--- config.mk ---
export PLATFORM = sky130hd
export DESIGN_NAME = sub2_result_buffer
export DESIGN_NICKNAME = d
export VERILOG_FILES = /design/src/rtl/sub2_result_buffer.sv
export SDC_FILE = /design/constraint.sdc
export NUM_CORES = 1
export LEC_CHECK = 0
export CAP_MARGIN = 20
export CORE_MARGIN = 10
export CORE_UTILIZATION = 55
export CTS_BUF_LIST = sky130_fd_sc_hd__clkbuf_4 sky130_fd_sc_hd__clkbuf_8
export CTS_CLUSTER_DIAMETER = 30
export DETAILED_ROUTE_END_ITERATION = 16
export PLACE_DENSITY = 0.73
export REMOVE_ABC_BUFFERS = 1
export SLEW_MARGIN = 30
export SYNTH_ARGS = -nofsm -noshare
export SYNTH_HDL_FRONTEND = slang
export SYNTH_SLANG_ARGS = --single-unit
export TNS_END_PERCENT = 100
--- constraint.sdc ---
create_clock -name clock -period 14.15 [get_ports clock]
set_clock_uncertainty 0.1 [all_clocks]
set_input_delay 2.1225 -clock clock [delete_from_list [all_inputs] [get_ports clock]]
set_output_delay 2.1225 -clock clock [all_outputs]
set_load 0.01 [all_outputs]
--- src/rtl/sub2_result_buffer.sv ---
// rtl/sub2_result_buffer.sv - tag delay line and FWFT result FIFO behind the fixed-latency sub2 unit
// Optional build macro SUB2_RESULT_COUNT_EN adds the 16-bit popped-result counter output.
module sub2_result_buffer #(
    parameter int LATENCY = 5,
    parameter int DEPTH   = 8,
    parameter int TAGW    = 4
) (
    input  logic            clock,
    input  logic            reset_n,
    input  logic            in_valid,
    input  logic [TAGW-1:0] in_tag,
    output logic            in_ready,
    input  logic [47:0]     sub_result,
    output logic            out_valid,
    input  logic            out_ready,
    output logic [47:0]     out_data,
    output logic [TAGW-1:0] out_tag
`ifdef SUB2_RESULT_COUNT_EN
    ,
    output logic [15:0]     result_count
`endif
);

    localparam int AW = $clog2(DEPTH);
    localparam int CW = AW + 1;
    localparam int SW = $clog2(DEPTH + LATENCY + 1);

    logic [LATENCY-1:0] dl_valid;
    logic [TAGW-1:0]    dl_tag [LATENCY];
    logic [47:0]        mem_data [DEPTH];
    logic [TAGW-1:0]    mem_tag [DEPTH];
    logic [AW-1:0]      wr_ptr;
    logic [AW-1:0]      rd_ptr;
    logic [CW-1:0]      count;
    logic [SW-1:0]      inflight;
    logic [SW-1:0]      occupancy;
    logic               issue;
    logic               wr_en;
    logic               pop;

    assign issue = in_valid & in_ready;
    assign wr_en = dl_valid[LATENCY-1];
    assign pop   = out_valid & out_ready;

    always_ff @(posedge clock or negedge reset_n) begin
        if (!reset_n) begin
            dl_valid <= '0;
        end else begin
            dl_valid[0] <= issue;
            for (int i = 1; i < LATENCY; i++) begin
                dl_valid[i] <= dl_valid[i-1];
            end
        end
    end

    // Tags only mean something alongside their valid bit, so they need no reset.
    always_ff @(posedge clock) begin
        dl_tag[0] <= in_tag;
        for (int i = 1; i < LATENCY; i++) begin
            dl_tag[i] <= dl_tag[i-1];
        end
    end

    always_ff @(posedge clock) begin
        if (wr_en) begin
            mem_data[wr_ptr] <= sub_result;
            mem_tag[wr_ptr]  <= dl_tag[LATENCY-1];
        end
    end

    always_ff @(posedge clock or negedge reset_n) begin
        if (!reset_n) begin
            wr_ptr <= '0;
            rd_ptr <= '0;
            count  <= '0;
        end else begin
            if (wr_en) begin
                wr_ptr <= wr_ptr + 1'b1;
            end
            if (pop) begin
                rd_ptr <= rd_ptr + 1'b1;
            end
            case ({wr_en, pop})
                2'b10:   count <= count + 1'b1;
                2'b01:   count <= count - 1'b1;
                default: count <= count;
            endcase
        end
    end

    always_comb begin
        inflight = '0;
        for (int i = 0; i < LATENCY; i++) begin
            inflight = inflight + SW'(dl_valid[i]);
        end
    end

    // Every pair in the delay line already owns a FIFO slot, so writes can never overflow.
    assign occupancy = SW'(count) + inflight;
    assign in_ready  = reset_n & (occupancy < SW'(DEPTH));

    assign out_valid = (count != '0);
    assign out_data  = out_valid ? mem_data[rd_ptr] : '0;
    assign out_tag   = out_valid ? mem_tag[rd_ptr]  : '0;

`ifdef SUB2_RESULT_COUNT_EN
    always_ff @(posedge clock or negedge reset_n) begin
        if (!reset_n) begin
            result_count <= '0;
        end else if (pop) begin
            result_count <= result_count + 16'd1;
        end
    end
`endif

endmodule
==> flow_results.xml <==
<?xml version="1.0" encoding="UTF-8"?>
<metrics>
  <group name="power_and_ir_drop">
    <metric name="power.clock.fraction" unit="%">30.2</metric>
    <metric name="leakagePower" unit="nW">6.594</metric>
    <metric name="total_switching_power" unit="W">0.001180</metric>
    <metric name="comb_power_share" unit="%">30.0</metric>
    <metric name="vdd.ir_drop.worst" unit="uV">266.4</metric>
    <metric name="power.share.sequential" unit="%">39.8</metric>
    <metric name="power-per-cell-area" unit="nW/um^2">205.8</metric>
    <metric name="switching_share" unit="%">28.58</metric>
    <metric name="internal-power" unit="W">0.002947</metric>
  </group>
  <group name="worst_setup_path">
    <metric name="endpoint_kind" unit="">output port</metric>
    <metric name="slowest_delay" unit="ns">0.94</metric>
    <metric name="r2r_end" unit="">count[3]</metric>
    <metric name="worst_r2r_startpoint" unit="">count[0]</metric>
    <metric name="worstSetupStartpointType" unit="">input pin</metric>
    <metric name="timing.reg2reg.setup_slack" unit="ns">11.03</metric>
    <metric name="critical_path_class" unit="">in -&gt; out</metric>
    <metric name="stages_on_the_worst_setup_path" unit="">3</metric>
    <metric name="timing.critical_path.slowest_stage_cell" unit="">sky130_fd_sc_hd__clkdlybuf4s50_1</metric>
    <metric name="timing.critical_path.mode_cell" unit="">sky130_fd_sc_hd__clkdlybuf4s50_1</metric>
    <metric name="arrival" unit="ns">3.94</metric>
    <metric name="cp_data_required_time" unit="ns">11.93</metric>
    <metric name="timing.critical_path.max_delay_family" unit="">buffers and inverters</metric>
    <metric name="cells_along_the_critical_path" unit="">clkdlybuf4s50_1 -&gt; a21boi_0 -&gt; clkdlybuf4s50_1</metric>
    <metric name="critical_path_start" unit="">reset_n</metric>
    <metric name="timing.critical_path.buf_inv" unit="">2</metric>
    <metric name="endpoint" unit="">in_ready</metric>
    <metric name="reg2reg_depth" unit="">8</metric>
    <metric name="worstPathMaxFanout" unit="">17</metric>
  </group>
  <group name="floorplan">
    <metric name="chipWidth" unit="um">195.0</metric>
    <metric name="core.rowCount" unit="">63</metric>
    <metric name="placeableCoreArea" unit="um^2">29950</metric>
    <metric name="ios" unit="">110</metric>
    <metric name="start_util" unit="%">56.20</metric>
    <metric name="dieHeight" unit="um">195.0</metric>
    <metric name="die-area" unit="um^2">38010</metric>
  </group>
  <group name="logic_synthesis">
    <metric name="dominantRegCellSynth" unit="">sky130_fd_sc_hd__edfxtp_1</metric>
    <metric name="yosys_register_bits" unit="">451</metric>
    <metric name="syn_avg_cell_area" unit="um^2">23.68</metric>
    <metric name="postSynthCellCount" unit="">711</metric>
    <metric name="yosys_cell_types" unit="">37</metric>
    <metric name="seq_area_frac_synth" unit="%">78.81</metric>
    <metric name="synth_async_sr_flop_share" unit="%">3.326</metric>
    <metric name="ys.warnings.count" unit="">0</metric>
    <metric name="synth-edff-count" unit="">416</metric>
    <metric name="synthesis.area" unit="um^2">16830</metric>
  </group>
  <group name="global_routing">
    <metric name="globalRoute.totalOverflow" unit="">0</metric>
    <metric name="grt_pass1_vias" unit="">8684</metric>
    <metric name="initial_antenna_violation_count" unit="">1</metric>
    <metric name="gr-usage-all-layers" unit="%">17.74</metric>
    <metric name="grt_start_max_net_pins" unit="">56</metric>
    <metric name="grt_first_pass_wirelength" unit="um">51560</metric>
  </group>
  <group name="clocking">
    <metric name="cts_root_buf" unit="">sky130_fd_sc_hd__clkbuf_8</metric>
    <metric name="cts_resized" unit="">0</metric>
    <metric name="cts.htree.levels" unit="">3</metric>
    <metric name="ctsLongestPathBuffers" unit="">3</metric>
    <metric name="worst_skew_pair.late_latency" unit="ns">0.59</metric>
    <metric name="path_clk_slew" unit="ns">0.04</metric>
    <metric name="clock_sink_count" unit="">451</metric>
    <metric name="post_cts_setup_repair_bufs" unit="">0</metric>
    <metric name="tritoncts_clock_tree" unit="">done</metric>
    <metric name="cts_buffers" unit="">81</metric>
    <metric name="ctsHoldBuffers" unit="">0</metric>
  </group>
  <group name="routing">
    <metric name="post_drt_via_cell_ratio" unit="">5.936</metric>
    <metric name="firstDrtPassIters" unit="">5</metric>
    <metric name="routed_wirelength" unit="um">33650</metric>
    <metric name="vias" unit="">7895</metric>
    <metric name="route.detailed.wl_per_inst" unit="um">25.30</metric>
    <metric name="drc_errors_left" unit="">0</metric>
    <metric name="final_antenna_net_count" unit="">0</metric>
    <metric name="detail_route.iter0.violations" unit="">554</metric>
  </group>
  <group name="sta">
    <metric name="postLayoutSetupSlackWorst" unit="ns">7.988</metric>
    <metric name="grt_setup_unrepaired" unit="">false</metric>
    <metric name="maximum_clock_frequency" unit="GHz">0.1623</metric>
    <metric name="timing.final.max_slew_violations" unit="">0</metric>
    <metric name="period_needed" unit="ns">6.162</metric>
    <metric name="timing_hold_violations_final" unit="">0</metric>
    <metric name="worst_slew_margin_rel" unit="%">39.40</metric>
    <metric name="tightestPinTransition" unit="ns">0.9041</metric>
    <metric name="fin_tns_setup" unit="ns">0</metric>
    <metric name="setup_violations" unit="">0</metric>
    <metric name="timing.final.crit_share" unit="%">43.55</metric>
  </group>
  <group name="finish">
    <metric name="filler_cell_count" unit="">1890</metric>
    <metric name="final_cell_count_no_fill" unit="">1330</metric>
    <metric name="finalNetCount" unit="">946</metric>
    <metric name="post_synthesis_to_final_layout_area_growth" unit="%">19.13</metric>
    <metric name="final_common_cell" unit="">sky130_fd_sc_hd__edfxtp_1</metric>
    <metric name="drive_above_1_share" unit="%">28.54</metric>
    <metric name="layout.cells.most_common_list" unit="">sky130_fd_sc_hd__edfxtp_1, sky130_fd_sc_hd__clkdlybuf4s50_1, sky130_fd_sc_hd__mux4_2</metric>
  </group>
  <group name="placed_design">
    <metric name="detailedPlace.worstSlack" unit="ns">7.979</metric>
    <metric name="post-dp-hpwl" unit="um">17530</metric>
    <metric name="dp_cells" unit="">1185</metric>
    <metric name="quantity_of_i_o_buffers_inserted_on_ports" unit="">109</metric>
    <metric name="gp_congestion" unit="">0.7023</metric>
  </group>
  <group name="run_status">
    <metric name="status" unit="">finished, final reports clean</metric>
  </group>
  <group name="flow_run">
    <metric name="cap_viol_max_count" unit="">0</metric>
  </group>
  <group name="hold_path">
    <metric name="worst_hold_startpoint" unit="">dl_tag[0][12]</metric>
    <metric name="min-delay-path-class" unit="">reg -&gt; reg</metric>
  </group>
</metrics>
[cell usage after synthesis (3+ instances only)]
library cell                 n  area (um^2)
sky130_fd_sc_hd__dfxtp_1    20        400.4
sky130_fd_sc_hd__ha_1        8        100.1
sky130_fd_sc_hd__buf_6       4        45.04
sky130_fd_sc_hd__clkbuf_1   11        41.29
sky130_fd_sc_hd__buf_4       4        30.03
sky130_fd_sc_hd__buf_8       5        75.07
sky130_fd_sc_hd__buf_2      13        65.06
sky130_fd_sc_hd__fa_1        3        60.06
sky130_fd_sc_hd__nand3_1     3        15.01
sky130_fd_sc_hd__nand2_1     6        22.52
sky130_fd_sc_hd__mux4_2    104         2342
sky130_fd_sc_hd__nand2b_1    3        18.77
sky130_fd_sc_hd__nor3b_1     3        22.52
sky130_fd_sc_hd__a22o_1     52        455.4
sky130_fd_sc_hd__inv_1       6        22.52
sky130_fd_sc_hd__dfrtp_1    15        375.4
sky130_fd_sc_hd__a21oi_1     3        15.01
sky130_fd_sc_hd__xnor2_1     4        35.03
sky130_fd_sc_hd__mux2_2      3        33.78
sky130_fd_sc_hd__edfxtp_1  416        12490
sky130_fd_sc_hd__nor2_1      6        22.52
[layer usage]
| metal | global-route usage (%) | wire length (um) | up-vias |
|---|---|---|---|
| met4 | 5.354 | 483 | 0 |
| met2 | 29.34 | 17090 | 321 |
| met1 | 23.18 | 13720 | 4140 |
| li1 | - | - | 3390 |
| met5 | 0 | 0 | - |
| met3 | 3.872 | 2349 | 44 |
[layout make-up]
| class | count | area (um^2) | area share [%] |
|---|---|---|---|
| flip-flops and latches | 451 | 13280 | 66.19 |
| multi-input cells | 216 | 3347 | 16.69 |
| clock buffers | 101 | 1277 | 6.370 |
| repair buffers | 123 | 1211 | 6.039 |
| well taps | 390 | 488.0 | 2.433 |
| clock inverters | 42 | 431.7 | 2.152 |
| inverters | 6 | 22.52 | 0.1123 |
| diodes | 1 | 2.502 | 0.01248 |
[state kept, by name (all words and copies together), names as in the netlist]
name,count
rd_ptr,3
mem_tag,32
mem_data,384
count,4
wr_ptr,3
dl_tag,20
dl_valid,5
[power by group through the flow]
stage	clock network (W)	logic (W)	registers (W)
2_1_floorplan	0	0.000721	0.00172
3_5_place_dp	0	0.00126	0.00167
6_report	0.00125	0.00124	0.00164
4_1_cts	0.00127	0.00126	0.00164
3_3_place_gp	0	0.00123	0.00166
5_1_grt	0.00133	0.00133	0.00165
[metrics by stage]
| step | total power, W | utilization [%] | hold WS [ns] | instance area (um^2) |
|---|---|---|---|---|
| 2_1_floorplan | 0.002445 | - | 0.2096 | 16570 |
| 4_1_cts | 0.004178 | 66.88 | 0.2224 | 20030 |
| 3_5_place_dp | 0.002927 | 61.18 | 0.2121 | 18330 |
| 3_3_place_gp | 0.002888 | 61.17 | 0.2128 | 18320 |
| 6_report | 0.004127 | 66.95 | 0.2232 | 20060 |
| 5_1_grt | 0.004323 | 66.95 | 0.2355 | 20050 |
[logic make-up (layout without fill, tap and decap cells)]
group | Yosys count | in the layout | synth area share [%]
other | 0 | 1 | 0
muxes | 108 | 108 | 14.17
buffers and inverters | 44 | 272 | 1.680
and+or+nand+nor | 29 | 29 | 0.9662
xor gates and xnor gates | 6 | 6 | 0.3121
DFF | 451 | 451 | 78.81
adders and majority gates | 11 | 11 | 0.9514
AOI/OAI and AO/OA | 62 | 62 | 3.107
[worst min-delay path by stage]
stage	endpoint	slack, ns	cells after the start
after floorplan	dl_tag[0][10]	0.21	0
after global placement	dl_tag[0][6]	0.21	0
after detailed placement	dl_tag[0][16]	0.21	0
after CTS	dl_tag[0][16]	0.22	0
after global routing	dl_tag[0][6]	0.24	0
final	dl_tag[0][16]	0.22	0
Note: power is estimated with default switching activity, not from simulation.
